## config.mk

```make
export PLATFORM = sky130hd
export DESIGN_NAME = hazard_stall_ctrl_flat
export DESIGN_NICKNAME = d
export VERILOG_FILES = /design/src/rtl/hazard_stall_ctrl_if.sv /design/src/rtl/hazard_stall_ctrl.sv /design/src/flat_wrapper.sv
export SDC_FILE = /design/constraint.sdc
export NUM_CORES = 1
export LEC_CHECK = 0
export ABC_AREA = 1
export CORE_MARGIN = 10
export CORE_UTILIZATION = 40
export CTS_CLUSTER_DIAMETER = 30
export DETAILED_ROUTE_END_ITERATION = 10
export PLACE_DENSITY = 0.84
export SETUP_SLACK_MARGIN = 0.2
export SYNTH_ARGS = -nofsm -noshare
export SYNTH_HDL_FRONTEND = slang
export SYNTH_SLANG_ARGS = --single-unit
```

## constraint.sdc

```tcl
create_clock -name clk -period 3.09 [get_ports clk]
set_input_delay 0.4635 -clock clk [delete_from_list [all_inputs] [get_ports clk]]
set_output_delay 0.4635 -clock clk [all_outputs]
set_load 0.02 [all_outputs]
```

## src/rtl/hazard_stall_ctrl_if.sv

```systemverilog
// Pipeline-side hazard inputs and controller-side stall/flush outputs for hazard_stall_ctrl.
// master = pipeline (drives hazard status), slave = controller (drives enables/flushes).
interface hazard_stall_ctrl_if #(
    parameter int CNT_W = 16
);
    logic             ID_EX_MemRead;
    logic [4:0]       ID_EX_RegisterRt;
    logic [4:0]       IF_ID_RegisterRs;
    logic [4:0]       IF_ID_RegisterRt;
    logic             BranchTaken_EX_MEM;
    logic             MemAccess_EX_MEM;
    logic             MemReady;

    logic             PCWrite;
    logic             Enable_IF_ID;
    logic             Enable_ID_EX;
    logic             Enable_EX_MEM;
    logic             Enable_MEM_WB;
    logic             Flush_IF_ID;
    logic             Flush_ID_EX;
    logic             Flush_EX_MEM;
    logic             MemError;
    logic [CNT_W-1:0] StallCycles;
    logic [CNT_W-1:0] FlushCount;

    modport master (
        output ID_EX_MemRead, ID_EX_RegisterRt, IF_ID_RegisterRs, IF_ID_RegisterRt,
               BranchTaken_EX_MEM, MemAccess_EX_MEM, MemReady,
        input  PCWrite, Enable_IF_ID, Enable_ID_EX, Enable_EX_MEM, Enable_MEM_WB,
               Flush_IF_ID, Flush_ID_EX, Flush_EX_MEM, MemError, StallCycles, FlushCount
    );

    modport slave (
        input  ID_EX_MemRead, ID_EX_RegisterRt, IF_ID_RegisterRs, IF_ID_RegisterRt,
               BranchTaken_EX_MEM, MemAccess_EX_MEM, MemReady,
        output PCWrite, Enable_IF_ID, Enable_ID_EX, Enable_EX_MEM, Enable_MEM_WB,
               Flush_IF_ID, Flush_ID_EX, Flush_EX_MEM, MemError, StallCycles, FlushCount
    );
endinterface

```

## src/rtl/hazard_stall_ctrl.sv

```systemverilog
// Stall/flush controller for the 5-stage MIPS pipeline: memory-wait freeze with timeout trap,
// branch flush, load-use bubble. Optional perf counters enabled by HAZARD_PERF_CNT_EN.
module hazard_stall_ctrl #(
    parameter int MEM_TIMEOUT = 15,
    parameter int CNT_W       = 16
) (
    input  logic               clk,
    input  logic               reset,
    hazard_stall_ctrl_if.slave bus
);
    typedef enum logic [1:0] {
        RUN      = 2'd0,
        MEM_WAIT = 2'd1,
        ERROR    = 2'd2
    } state_t;

    localparam logic [7:0] TIMEOUT = 8'(MEM_TIMEOUT);

    state_t     state_reg, state_next;
    logic [7:0] wait_cnt_reg, wait_cnt_next;

    logic pc_write, en_if_id, en_id_ex, en_ex_mem, en_mem_wb;
    logic fl_if_id, fl_id_ex, fl_ex_mem, mem_error;
    logic serve, load_use, mem_stall;

    assign load_use  = bus.ID_EX_MemRead && (bus.ID_EX_RegisterRt != 5'd0) &&
                       ((bus.ID_EX_RegisterRt == bus.IF_ID_RegisterRs) ||
                        (bus.ID_EX_RegisterRt == bus.IF_ID_RegisterRt));
    assign mem_stall = bus.MemAccess_EX_MEM && !bus.MemReady;

    always_ff @(posedge clk) begin
        if (reset) begin
            state_reg    <= RUN;
            wait_cnt_reg <= 8'd0;
        end else begin
            state_reg    <= state_next;
            wait_cnt_reg <= wait_cnt_next;
        end
    end

    always_comb begin
        state_next    = state_reg;
        wait_cnt_next = wait_cnt_reg;
        serve         = 1'b0;
        mem_error     = 1'b0;
        pc_write      = 1'b0;
        en_if_id      = 1'b0;
        en_id_ex      = 1'b0;
        en_ex_mem     = 1'b0;
        en_mem_wb     = 1'b0;
        fl_if_id      = 1'b0;
        fl_id_ex      = 1'b0;
        fl_ex_mem     = 1'b0;

        if (reset) begin
            state_next    = RUN;
            wait_cnt_next = 8'd0;
        end else begin
            case (state_reg)
                RUN: begin
                    if (mem_stall) begin
                        state_next    = MEM_WAIT;
                        wait_cnt_next = 8'd1;
                    end else begin
                        serve = 1'b1;
                    end
                end
                MEM_WAIT: begin
                    // Completion beats timeout when both land in the same cycle.
                    if (bus.MemReady) begin
                        serve         = 1'b1;
                        state_next    = RUN;
                        wait_cnt_next = 8'd0;
                    end else if (wait_cnt_reg >= TIMEOUT) begin
                        state_next = ERROR;
                    end else begin
                        wait_cnt_next = wait_cnt_reg + 8'd1;
                    end
                end
                ERROR: begin
                    mem_error = 1'b1;
                end
                default: begin
                    state_next    = RUN;
                    wait_cnt_next = 8'd0;
                end
            endcase
        end

        // A branch discards the ID instruction, so it masks any load-use match.
        if (serve) begin
            if (bus.BranchTaken_EX_MEM) begin
                pc_write  = 1'b1;
                en_if_id  = 1'b1;
                en_id_ex  = 1'b1;
                en_ex_mem = 1'b1;
                en_mem_wb = 1'b1;
                fl_if_id  = 1'b1;
                fl_id_ex  = 1'b1;
                fl_ex_mem = 1'b1;
            end else if (load_use) begin
                en_id_ex  = 1'b1;
                fl_id_ex  = 1'b1;
                en_ex_mem = 1'b1;
                en_mem_wb = 1'b1;
            end else begin
                pc_write  = 1'b1;
                en_if_id  = 1'b1;
                en_id_ex  = 1'b1;
                en_ex_mem = 1'b1;
                en_mem_wb = 1'b1;
            end
        end
    end

    assign bus.PCWrite       = pc_write;
    assign bus.Enable_IF_ID  = en_if_id;
    assign bus.Enable_ID_EX  = en_id_ex;
    assign bus.Enable_EX_MEM = en_ex_mem;
    assign bus.Enable_MEM_WB = en_mem_wb;
    assign bus.Flush_IF_ID   = fl_if_id;
    assign bus.Flush_ID_EX   = fl_id_ex;
    assign bus.Flush_EX_MEM  = fl_ex_mem;
    assign bus.MemError      = mem_error;

`ifdef HAZARD_PERF_CNT_EN
    logic [CNT_W-1:0] stall_cnt_reg, flush_cnt_reg;

    always_ff @(posedge clk) begin
        if (reset) begin
            stall_cnt_reg <= '0;
            flush_cnt_reg <= '0;
        end else begin
            if (!pc_write && (stall_cnt_reg != {CNT_W{1'b1}}))
                stall_cnt_reg <= stall_cnt_reg + 1'b1;
            if (fl_ex_mem && (flush_cnt_reg != {CNT_W{1'b1}}))
                flush_cnt_reg <= flush_cnt_reg + 1'b1;
        end
    end

    // Forced to zero while reset is held so every output reads zero during reset.
    assign bus.StallCycles = reset ? '0 : stall_cnt_reg;
    assign bus.FlushCount  = reset ? '0 : flush_cnt_reg;
`else
    assign bus.StallCycles = '0;
    assign bus.FlushCount  = '0;
`endif
endmodule

```

## src/flat_wrapper.sv

```systemverilog
// flat-port wrapper written by rule: the top's interface ports become plain ports
module hazard_stall_ctrl_flat 
#(
    parameter int MEM_TIMEOUT = 15,
    parameter int CNT_W       = 16
)
  (clk, reset, bus_ID_EX_MemRead, bus_ID_EX_RegisterRt, bus_IF_ID_RegisterRs, bus_IF_ID_RegisterRt, bus_BranchTaken_EX_MEM, bus_MemAccess_EX_MEM, bus_MemReady, bus_PCWrite, bus_Enable_IF_ID, bus_Enable_ID_EX, bus_Enable_EX_MEM, bus_Enable_MEM_WB, bus_Flush_IF_ID, bus_Flush_ID_EX, bus_Flush_EX_MEM, bus_MemError, bus_StallCycles, bus_FlushCount);
  hazard_stall_ctrl_if #(.CNT_W(CNT_W)) bus_i ();
  input  logic clk;
  input  logic reset;
  input wire logic [$bits(bus_i.ID_EX_MemRead)-1:0] bus_ID_EX_MemRead;
  input wire logic [$bits(bus_i.ID_EX_RegisterRt)-1:0] bus_ID_EX_RegisterRt;
  input wire logic [$bits(bus_i.IF_ID_RegisterRs)-1:0] bus_IF_ID_RegisterRs;
  input wire logic [$bits(bus_i.IF_ID_RegisterRt)-1:0] bus_IF_ID_RegisterRt;
  input wire logic [$bits(bus_i.BranchTaken_EX_MEM)-1:0] bus_BranchTaken_EX_MEM;
  input wire logic [$bits(bus_i.MemAccess_EX_MEM)-1:0] bus_MemAccess_EX_MEM;
  input wire logic [$bits(bus_i.MemReady)-1:0] bus_MemReady;
  output wire logic [$bits(bus_i.PCWrite)-1:0] bus_PCWrite;
  output wire logic [$bits(bus_i.Enable_IF_ID)-1:0] bus_Enable_IF_ID;
  output wire logic [$bits(bus_i.Enable_ID_EX)-1:0] bus_Enable_ID_EX;
  output wire logic [$bits(bus_i.Enable_EX_MEM)-1:0] bus_Enable_EX_MEM;
  output wire logic [$bits(bus_i.Enable_MEM_WB)-1:0] bus_Enable_MEM_WB;
  output wire logic [$bits(bus_i.Flush_IF_ID)-1:0] bus_Flush_IF_ID;
  output wire logic [$bits(bus_i.Flush_ID_EX)-1:0] bus_Flush_ID_EX;
  output wire logic [$bits(bus_i.Flush_EX_MEM)-1:0] bus_Flush_EX_MEM;
  output wire logic [$bits(bus_i.MemError)-1:0] bus_MemError;
  output wire logic [$bits(bus_i.StallCycles)-1:0] bus_StallCycles;
  output wire logic [$bits(bus_i.FlushCount)-1:0] bus_FlushCount;
  assign bus_i.ID_EX_MemRead = bus_ID_EX_MemRead;
  assign bus_i.ID_EX_RegisterRt = bus_ID_EX_RegisterRt;
  assign bus_i.IF_ID_RegisterRs = bus_IF_ID_RegisterRs;
  assign bus_i.IF_ID_RegisterRt = bus_IF_ID_RegisterRt;
  assign bus_i.BranchTaken_EX_MEM = bus_BranchTaken_EX_MEM;
  assign bus_i.MemAccess_EX_MEM = bus_MemAccess_EX_MEM;
  assign bus_i.MemReady = bus_MemReady;
  assign bus_PCWrite = bus_i.PCWrite;
  assign bus_Enable_IF_ID = bus_i.Enable_IF_ID;
  assign bus_Enable_ID_EX = bus_i.Enable_ID_EX;
  assign bus_Enable_EX_MEM = bus_i.Enable_EX_MEM;
  assign bus_Enable_MEM_WB = bus_i.Enable_MEM_WB;
  assign bus_Flush_IF_ID = bus_i.Flush_IF_ID;
  assign bus_Flush_ID_EX = bus_i.Flush_ID_EX;
  assign bus_Flush_EX_MEM = bus_i.Flush_EX_MEM;
  assign bus_MemError = bus_i.MemError;
  assign bus_StallCycles = bus_i.StallCycles;
  assign bus_FlushCount = bus_i.FlushCount;
  hazard_stall_ctrl #(.MEM_TIMEOUT(MEM_TIMEOUT), .CNT_W(CNT_W)) u_core (.clk(clk), .reset(reset), .bus(bus_i));
endmodule
```

==> Word-level counts from Yosys, hierarchy flattened <==
Index checks and enable logic that the tools add are counted.
{ "classes": {"reduce_logical": 9, "add_sub_neg": 1, "bitwise": 1, "n_eq_ne": 7, "magnitude_cmp": 1, "n_mux": 23} }
{ "op_table": {"columns": ["cell", "count"], "rows": [
  ["8-bit two-way mux", 3],
  ["8-bit case mux with 3 select lines", 1],
  ["1-bit two-way mux", 14],
  ["5-bit == test", 2],
  ["8-bit by 1-bit adder with 8-bit output, second input constant", 1],
  ["8-bit by 4-bit >= comparator with 1-bit output, second input constant", 1],
  ["2-bit two-way mux", 3],
  ["2-bit case mux with 3 select lines", 1],
  ["3-bit AND reduction", 2],
  ["5-bit nonzero test", 1],
  ["1-bit logical AND", 3],
  ["3-bit by 2-bit != test with 1-bit output, second input constant", 1],
  ["3-bit != test, second input constant", 1],
  ["2-bit by 1-bit == test with 1-bit output, second input constant", 1],
  ["2-bit == test, second input constant", 1],
  ["2-bit zero test", 1],
  ["2-bit by 1-bit != test with 1-bit output, second input constant", 1],
  ["1-bit case mux with 2 select lines", 1],
  ["1-bit zero test", 1],
  ["1-bit logical OR", 1],
  ["1-bit NOT", 1]
]} }
{ "totals": {"inputBits": 21, "output_inout_bits": 41, "reg_bits": 10} }

==> Longest topological paths before layout <==
Gate-level depths: netlist of run 1.
{ "logic_depth": {"depth_word": 6, "mapped_depth": 10, "mapped_depth_nobuf": 9} }

==> Least setup slack after synthesis of run 1 <==
No wires, ideal clock.
{ "synth_path": {"path_type": "input -> output", "from": "input port bus_MemReady", "to": "output port bus_PCWrite", "arrival_ps": 1510, "path_stages": 7, "required_time_ps": 2626, "path_slack_ps": 1116, "n_path_buf": 1, "path_cell_list": "inv_1 > nand2_1 > nand2_1 > a21oi_2 > nand2_2 > nand2_1 > buf_4"} }
{ "synth_between": {"elab_chain_cells": 6, "word_cells_on_any_way": 7, "classes_between": "mux (5); reduce/logical (2)"} }
{ "synth_lines": {"columns": ["item", "line", "rtl"], "rows": [
  ["start: declaration", "flat_wrapper.sv:17", "input wire logic [$bits(bus_i.MemReady)-1:0] bus_MemReady;"],
  ["1-bit zero test", "hazard_stall_ctrl.sv:29", "assign mem_stall = bus.MemAccess_EX_MEM && !bus.MemReady;"],
  ["1-bit logical AND", "hazard_stall_ctrl.sv:29", null],
  ["1-bit two-way mux", "hazard_stall_ctrl.sv:61", "if (mem_stall) begin"],
  ["1-bit case mux with 2 select lines *", "hazard_stall_ctrl.sv:59", "case (state_reg)"],
  ["1-bit two-way mux *", "hazard_stall_ctrl.sv:55", "if (reset) begin"],
  ["1-bit two-way mux *", null, null],
  ["end: declaration", "flat_wrapper.sv:18", "output wire logic [$bits(bus_i.PCWrite)-1:0] bus_PCWrite;"]
]} }
Mark *: on every way between the ends. The rest lies on a longest branch, timed or not.

==> Worst setup path after layout of run 1 <==
{ "layout_path": {"from": "input port bus_MemReady", "to": "output port bus_Flush_EX_MEM"} }
{ "layout_between": {"elab_chain_cells": 6, "word_cells_on_any_way": 7, "classes_between": "mux (5); reduce/logical (2)"} }
{ "layout_lines": {"columns": ["item", "line", "rtl"], "rows": [
  ["1-bit zero test", "hazard_stall_ctrl.sv:29", null],
  ["1-bit logical AND", "hazard_stall_ctrl.sv:29", null],
  ["1-bit two-way mux", "hazard_stall_ctrl.sv:61", null],
  ["1-bit case mux with 2 select lines *", "hazard_stall_ctrl.sv:59", null],
  ["1-bit two-way mux *", "hazard_stall_ctrl.sv:55", null],
  ["1-bit two-way mux *", "hazard_stall_ctrl.sv:91", "if (serve) begin"],
  ["end: declaration", "flat_wrapper.sv:25", "output wire logic [$bits(bus_i.Flush_EX_MEM)-1:0] bus_Flush_EX_MEM;"]
]} }
Marked as above.

==> results.py, run 1 <==
metrics = {
    "drt": {
        "firstDrtPassIters": 4,
        "route.detailed.drc": 0,
        "ant_nets": 0,
        "wl_um": 2380,
        "via_count": 915,
        "viasPerCell": 4.08,
        "avgRoutedWirePerCell_um": 10.6,
        "drtIter0Drc": 32,
    },
    "timing": {
        "rsz0062_at_grt": "no",
        "setup_tns_ns": 0,
        "finalHoldViolCount": 0,
        "setup_viol": 0,
        "fin_skew_ns": 0.00508,
        "post-route-min-period_ns": 2.76,
        "period_share": 0.894,
        "drv_slew": 0,
        "fmax_mhz": 362,
    },
    "setup_path": {
        "critPathLaunchType": "primary input",
        "cp.required_ns": 2.63,
        "critPathCaptureType": "output pin",
        "path_class": "primary input to output pin",
        "critPathMaxFanout": 6,
        "arrival_ns": 2.30,
    },
    "floorplan": {
        "start_util": 0.418,
        "die_h_um": 70.6,
        "placementRows": 18,
        "io_pins": 62,
        "die_area_um2": 4990,
        "core_um2": 2450,
        "fp.dieW_um": 70.6,
    },
    "yosys": {
        "yosys-top-cells-area": "buf_4 26%, dfxtp_1 20%, nand2_1 15%",
        "async_reset_ff_frac": 0,
        "synthTopCellsByCount": "41 x nand2_1, 36 x buf_4, 25 x inv_1",
        "ys_warn_count": 0,
        "seq_area_frac_synth": 0.195,
        "synth-edff-count": 0,
        "synth_top_area_frac": 0.263,
        "netlist_instances": 166,
        "syn_avg_cell_area_um2": 6.18,
        "synth_top_area_cell": "buf_4",
        "ys_ff_latch": 10,
        "synth_cell_types": 23,
        "synthFlopType": "dfxtp_1",
        "syn_area_um2": 1030,
        "synth_most_common_cell": "nand2_1",
    },
    "global_route": {
        "grt_usage": 0.0917,
        "antenna_found_initial": 0,
        "grt-ovfl-total": 0,
        "grt_pass1_wl_um": 3950,
        "grt_pass1_vias": 959,
        "grt_max_degree": 9,
    },
    "layout": {
        "antenna_cells": 0,
        "syn_to_final_growth_pct": 22.6,
        "finalInstanceArea_um2": 1260,
        "num-nets-final": 217,
        "fillers": 253,
        "drive_gt1_frac": 0.0825,
        "largest_register_ffs": 8,
    },
    "clocking": {
        "cts_num_sinks": 10,
        "insertion_delay_ns": 0.27,
        "cts_buffers": 3,
        "clock_path_buffers": 2,
        "h-tree-depth": 1,
        "cts-root-buf": "clkbuf_4",
        "clkTransAtPathRegs_ns": 0.06,
        "cts_tree": "yes",
    },
    "power_and_ir_drop": {
        "vdd_drop_max_mv": 0.251,
        "leakage_nw": 0.698,
        "p_per_area_nw_per_um2": 335,
    },
    "outcome": {
        "status": "finished clean",
    },
    "placed_design": {
        "place.gp.congestion": 0.821,
        "dpl_cell_area_um2": 1200,
        "port_buffers": 29,
        "post-dp-hpwl_um": 2070,
    },
    "min_path": {
        "min_path_type": "register to register",
    },
    "flow_run": {
        "max-cap-violations": 0,
    },
}
where the power goes:
| part | total (mW) | switching (mW) | internal (mW) |
|---|---|---|---|
| Combinational | 0.165 | 0.103 | 0.0624 |
| Clock | 0.119 | 0.0469 | 0.0716 |
| Sequential | 0.137 | 0.00414 | 0.133 |
| Total | 0.421 | 0.154 | 0.267 |
cells by family (layout without fill, tap and decap cells):
| family | count (synthesis) | after routing | synth area share |
|---|---|---|---|
| simple gates | 80 | 80 | 0.346 |
| buf+inv | 65 | 62 | 0.370 |
| other cells | 1 | 32 | 0.00366 |
| xor+xnor | 2 | 2 | 0.0171 |
| compound gates | 7 | 7 | 0.0561 |
| flops | 10 | 10 | 0.195 |
| fa+ha+maj | 1 | 1 | 0.0122 |
repair_timing:
item,CTS,global route
hold buffers,0,0
endpoints found under the setup margin,0,5
gates resized for setup,0,5
setup buffers,0,0
layer usage:
layer  GRT usage  vias to the layer above  wire (um)
li1            -                      482          -
met4      0.0108                        0          0
met5           0                        -          0
met2       0.163                       39       1150
met3      0.0544                        0        247
met1      0.0935                      394        982
final cells by class:
class | instances | area (um^2) | share of cell area
Inverter | 28 | 105 | 0.0836
Timing Repair Buffer | 30 | 308 | 0.245
Clock buffer | 4 | 36.3 | 0.0289
Multi-Input combinational cell | 122 | 571 | 0.454
Tap cell | 30 | 37.5 | 0.0299
Sequential cell | 10 | 200 | 0.159
critical path: stages:
cell and delay [ns]:
clkdlybuf4s50_1 0.56, inv_1 0.06, nand2_1 0.12, nand2_1 0.11, a21oi_4 0.22, nand2_2 0.08
inv_1 0.08, clkdlybuf4s50_1 0.60
stage by stage:
stage	total power, mW	hold WS [ns]	utilization	setup slack (ns)	std cells
final	0.421	0.441	0.512	0.329	224
after global routing	0.452	0.464	0.512	0.204	224
after CTS	0.423	0.442	0.505	0.262	224
after detailed placement	0.303	0.431	0.490	0.265	220
after global placement	0.300	0.428	0.490	0.312	220
after floorplan	0.281	0.416	-	1.12	197
placed cells by master, fill, tap and decap left out, drive strengths merged, types with 3 or more instances in the layout:
| cell type | instances |
|---|---|
| nand3 | 9 |
| dfxtp | 10 |
| inv | 28 |
| a21oi | 3 |
| o21ai | 3 |
| conb | 32 |
| dlymetal6s2s | 4 |
| clkdlybuf4s50 | 25 |
| clkbuf | 4 |
| nand2 | 44 |
| nor2 | 21 |
path summary, 6_finish.rpt:
check        slack, ns                                 from                                   to  cells after the start
min reg2reg       0.44  u_core.wait_cnt_reg[4]$_SDFFE_PP0P_  u_core.wait_cnt_reg[4]$_SDFFE_PP0P_                      2
max               0.33                         bus_MemReady                     bus_Flush_EX_MEM                      8
max reg2reg       1.72  u_core.wait_cnt_reg[0]$_SDFFE_PP0P_  u_core.wait_cnt_reg[0]$_SDFFE_PP0P_                      7
min               0.44  u_core.wait_cnt_reg[4]$_SDFFE_PP0P_  u_core.wait_cnt_reg[4]$_SDFFE_PP0P_                      2
Power figures use the tool's default switching activity.
==> run 2, diff against run 1 <==
--- a/config.mk
+++ b/config.mk
@@ -6,11 +6,13 @@
 export NUM_CORES = 1
 export LEC_CHECK = 0
 export ABC_AREA = 1
+export CELL_PAD_IN_SITES_DETAIL_PLACEMENT = 0
+export CELL_PAD_IN_SITES_GLOBAL_PLACEMENT = 1
 export CORE_MARGIN = 10
-export CORE_UTILIZATION = 40
+export CORE_UTILIZATION = 26
 export CTS_CLUSTER_DIAMETER = 30
 export DETAILED_ROUTE_END_ITERATION = 10
-export PLACE_DENSITY = 0.84
+export PLACE_DENSITY = 0.93
 export SETUP_SLACK_MARGIN = 0.2
 export SYNTH_ARGS = -nofsm -noshare
 export SYNTH_HDL_FRONTEND = slang
==> constraint.sdc (replaced) <==
create_clock -name clk -period 3.09 [get_ports clk]
set_input_delay 0.7725 -clock clk [delete_from_list [all_inputs] [get_ports clk]]
set_output_delay 0.7725 -clock clk [all_outputs]
set_load 0.02 [all_outputs]
==> results.py, run 2 (synthesized netlist as in run 1, its figures left out) <==
metrics = {
    "layout": {
        "antenna_cells": 0,
        "stdcell_count": 246,
        "drive_gt1_frac": 0.157,
        "syn_to_final_growth_pct": 27.0,
        "layout_commonest_cell": "nand2_1",
        "postLayoutCoreUtil": 0.348,
        "fillers": 417,
        "num-nets-final": 221,
        "largest_register_ffs": 8,
        "layout_common_cells": "38 x nand2_1, 32 x conb_1, 24 x inv_1",
    },
    "placed_design": {
        "pre_cts_ws_ns": -0.259,
        "placed_cells": 240,
        "place.gp.congestion": 0.761,
        "port_buffers": 29,
        "post-dp-hpwl_um": 2020,
    },
    "drt": {
        "wl_um": 2340,
        "firstDrtPassIters": 4,
        "ant_nets": 0,
        "viasPerCell": 3.69,
        "drtIter0Drc": 32,
        "avgRoutedWirePerCell_um": 9.52,
        "via_count": 907,
        "route.detailed.drc": 0,
    },
    "global_route": {
        "grt_usage": 0.0647,
        "grt-ovfl-total": 0,
        "grt_pass1_wl_um": 3850,
        "grt_pass1_vias": 908,
        "grt_max_degree": 9,
        "antenna_found_initial": 0,
    },
    "floorplan": {
        "start_util": 0.274,
        "die_h_um": 82.8,
        "placementRows": 22,
        "io_pins": 62,
        "core_um2": 3740,
        "die_area_um2": 6860,
        "fp.dieW_um": 82.8,
    },
    "setup_path": {
        "arrival_ns": 2.04,
        "critPathLaunchType": "primary input",
        "crit_start": "bus_MemReady",
        "critPathMaxFanout": 6,
        "path_class": "primary input to output pin",
        "critPathCaptureType": "output pin",
        "r2r_start": "u_core.wait_cnt_reg[0]$_SDFFE_PP0P_",
        "cp.required_ns": 2.32,
        "reg2reg_slack_ns": 1.77,
    },
    "timing": {
        "post-route-min-period_ns": 2.81,
        "drv_slew": 0,
        "rsz0062_at_grt": "no",
        "worst_slack_ns": 0.282,
        "finalHoldViolCount": 0,
        "whs_ns": 0.437,
        "setup_viol": 0,
        "fmax_mhz": 356,
        "fin_skew_ns": 0.000327,
        "period_share": 0.909,
    },
    "outcome": {
        "status": "finished clean",
    },
    "clocking": {
        "h-tree-depth": 1,
        "clock_path_buffers": 2,
        "insertion_delay_ns": 0.24,
        "clkTransAtPathRegs_ns": 0.05,
        "cts-root-buf": "clkbuf_8",
        "cts_tree": "yes",
        "cts_num_sinks": 10,
        "cts_buffers": 3,
    },
    "power_and_ir_drop": {
        "p_per_area_nw_per_um2": 358,
        "vdd_drop_max_mv": 0.127,
        "leakage_nw": 0.720,
    },
    "min_path": {
        "min_path_type": "register to register",
        "holdCritStartpoint": "u_core.wait_cnt_reg[6]$_SDFFE_PP0P_",
    },
    "flow_run": {
        "max-cap-violations": 0,
    },
}
==> run 2: cell types whose count changed in the layout (fill, tap and decap cells not counted), sizes merged <==
cell,change
clkdlybuf4s50,-9
clkdlybuf4s15,+1
clkbuf,+2
dlygate4sd2,+1
buf,+9
==> run 2: timing repair <==
action	4_1_cts	5_1_grt
endpoints found under the hold margin	0	0
pin swaps	1	1
setup buffers	0	2
setup endpoints to repair	9	8
hold buffers	0	0
gates resized for setup	24	15
==> run 2: area by class of cell <==
class                      instances  area [um^2]  share of cell area
inverter                          28          105              0.0807
timing repair buffer              34          304               0.233
multi-input combinational        122          578               0.444
sequential                        10          200               0.154
tap                               48         60.1              0.0461
clock buffer                       4         55.1              0.0423
==> run 2: per-stage QoR <==
stage          setup TNS [ns]  power [mW]  instance area, um^2
6_report                    0       0.466                 1300
5_1_grt                     0       0.494                 1300
3_5_place_dp            -1.66       0.305                 1240
4_1_cts                     0       0.465                 1280
3_3_place_gp            -1.42       0.304                 1240
2_1_floorplan               0       0.281                 1140
==> run 2: worst paths after layout <==
check / to / cells after the start
worst max-delay path: bus_Enable_ID_EX / 6
worst min-delay path: u_core.wait_cnt_reg[6]$_SDFFE_PP0P_ / 2
worst max register to register: u_core.wait_cnt_reg[0]$_SDFFE_PP0P_ / 8
worst min register to register: u_core.wait_cnt_reg[6]$_SDFFE_PP0P_ / 2
==> run 2: power by group <==
part / total [mW] / switching (mW) / internal, mW
clock network: 0.166 / 0.0537 / 0.112
registers: 0.138 / 0.00407 / 0.134
logic: 0.163 / 0.103 / 0.0593
total: 0.466 / 0.161 / 0.305
==> run 2: critical path, stage by stage <==
cell	delay, ns
clkdlybuf4s50_1	0.49
inv_1	0.06
nand2_2	0.09
nand2_2	0.07
a21oi_4	0.22
clkdlybuf4s15_1	0.33
==> run 2: layer usage <==
layer | vias to the layer above | wire length [um] | track usage
met5 | - | 0 | 0
met4 | 0 | 61 | 0.0446
met3 | 4 | 132 | 0.0176
met2 | 36 | 1110 | 0.105
met1 | 374 | 1040 | 0.0717
li1 | 493 | - | -
==> run 3, diff against run 2 <==
--- a/config.mk
+++ b/config.mk
@@ -14,6 +14,7 @@
 export DETAILED_ROUTE_END_ITERATION = 10
 export PLACE_DENSITY = 0.93
 export SETUP_SLACK_MARGIN = 0.2
+export SKIP_LAST_GASP = 1
 export SYNTH_ARGS = -nofsm -noshare
 export SYNTH_HDL_FRONTEND = slang
 export SYNTH_SLANG_ARGS = --single-unit
==> results of run 3 <==
No change in the layout: final DEF, timing and power equal those of run 2.
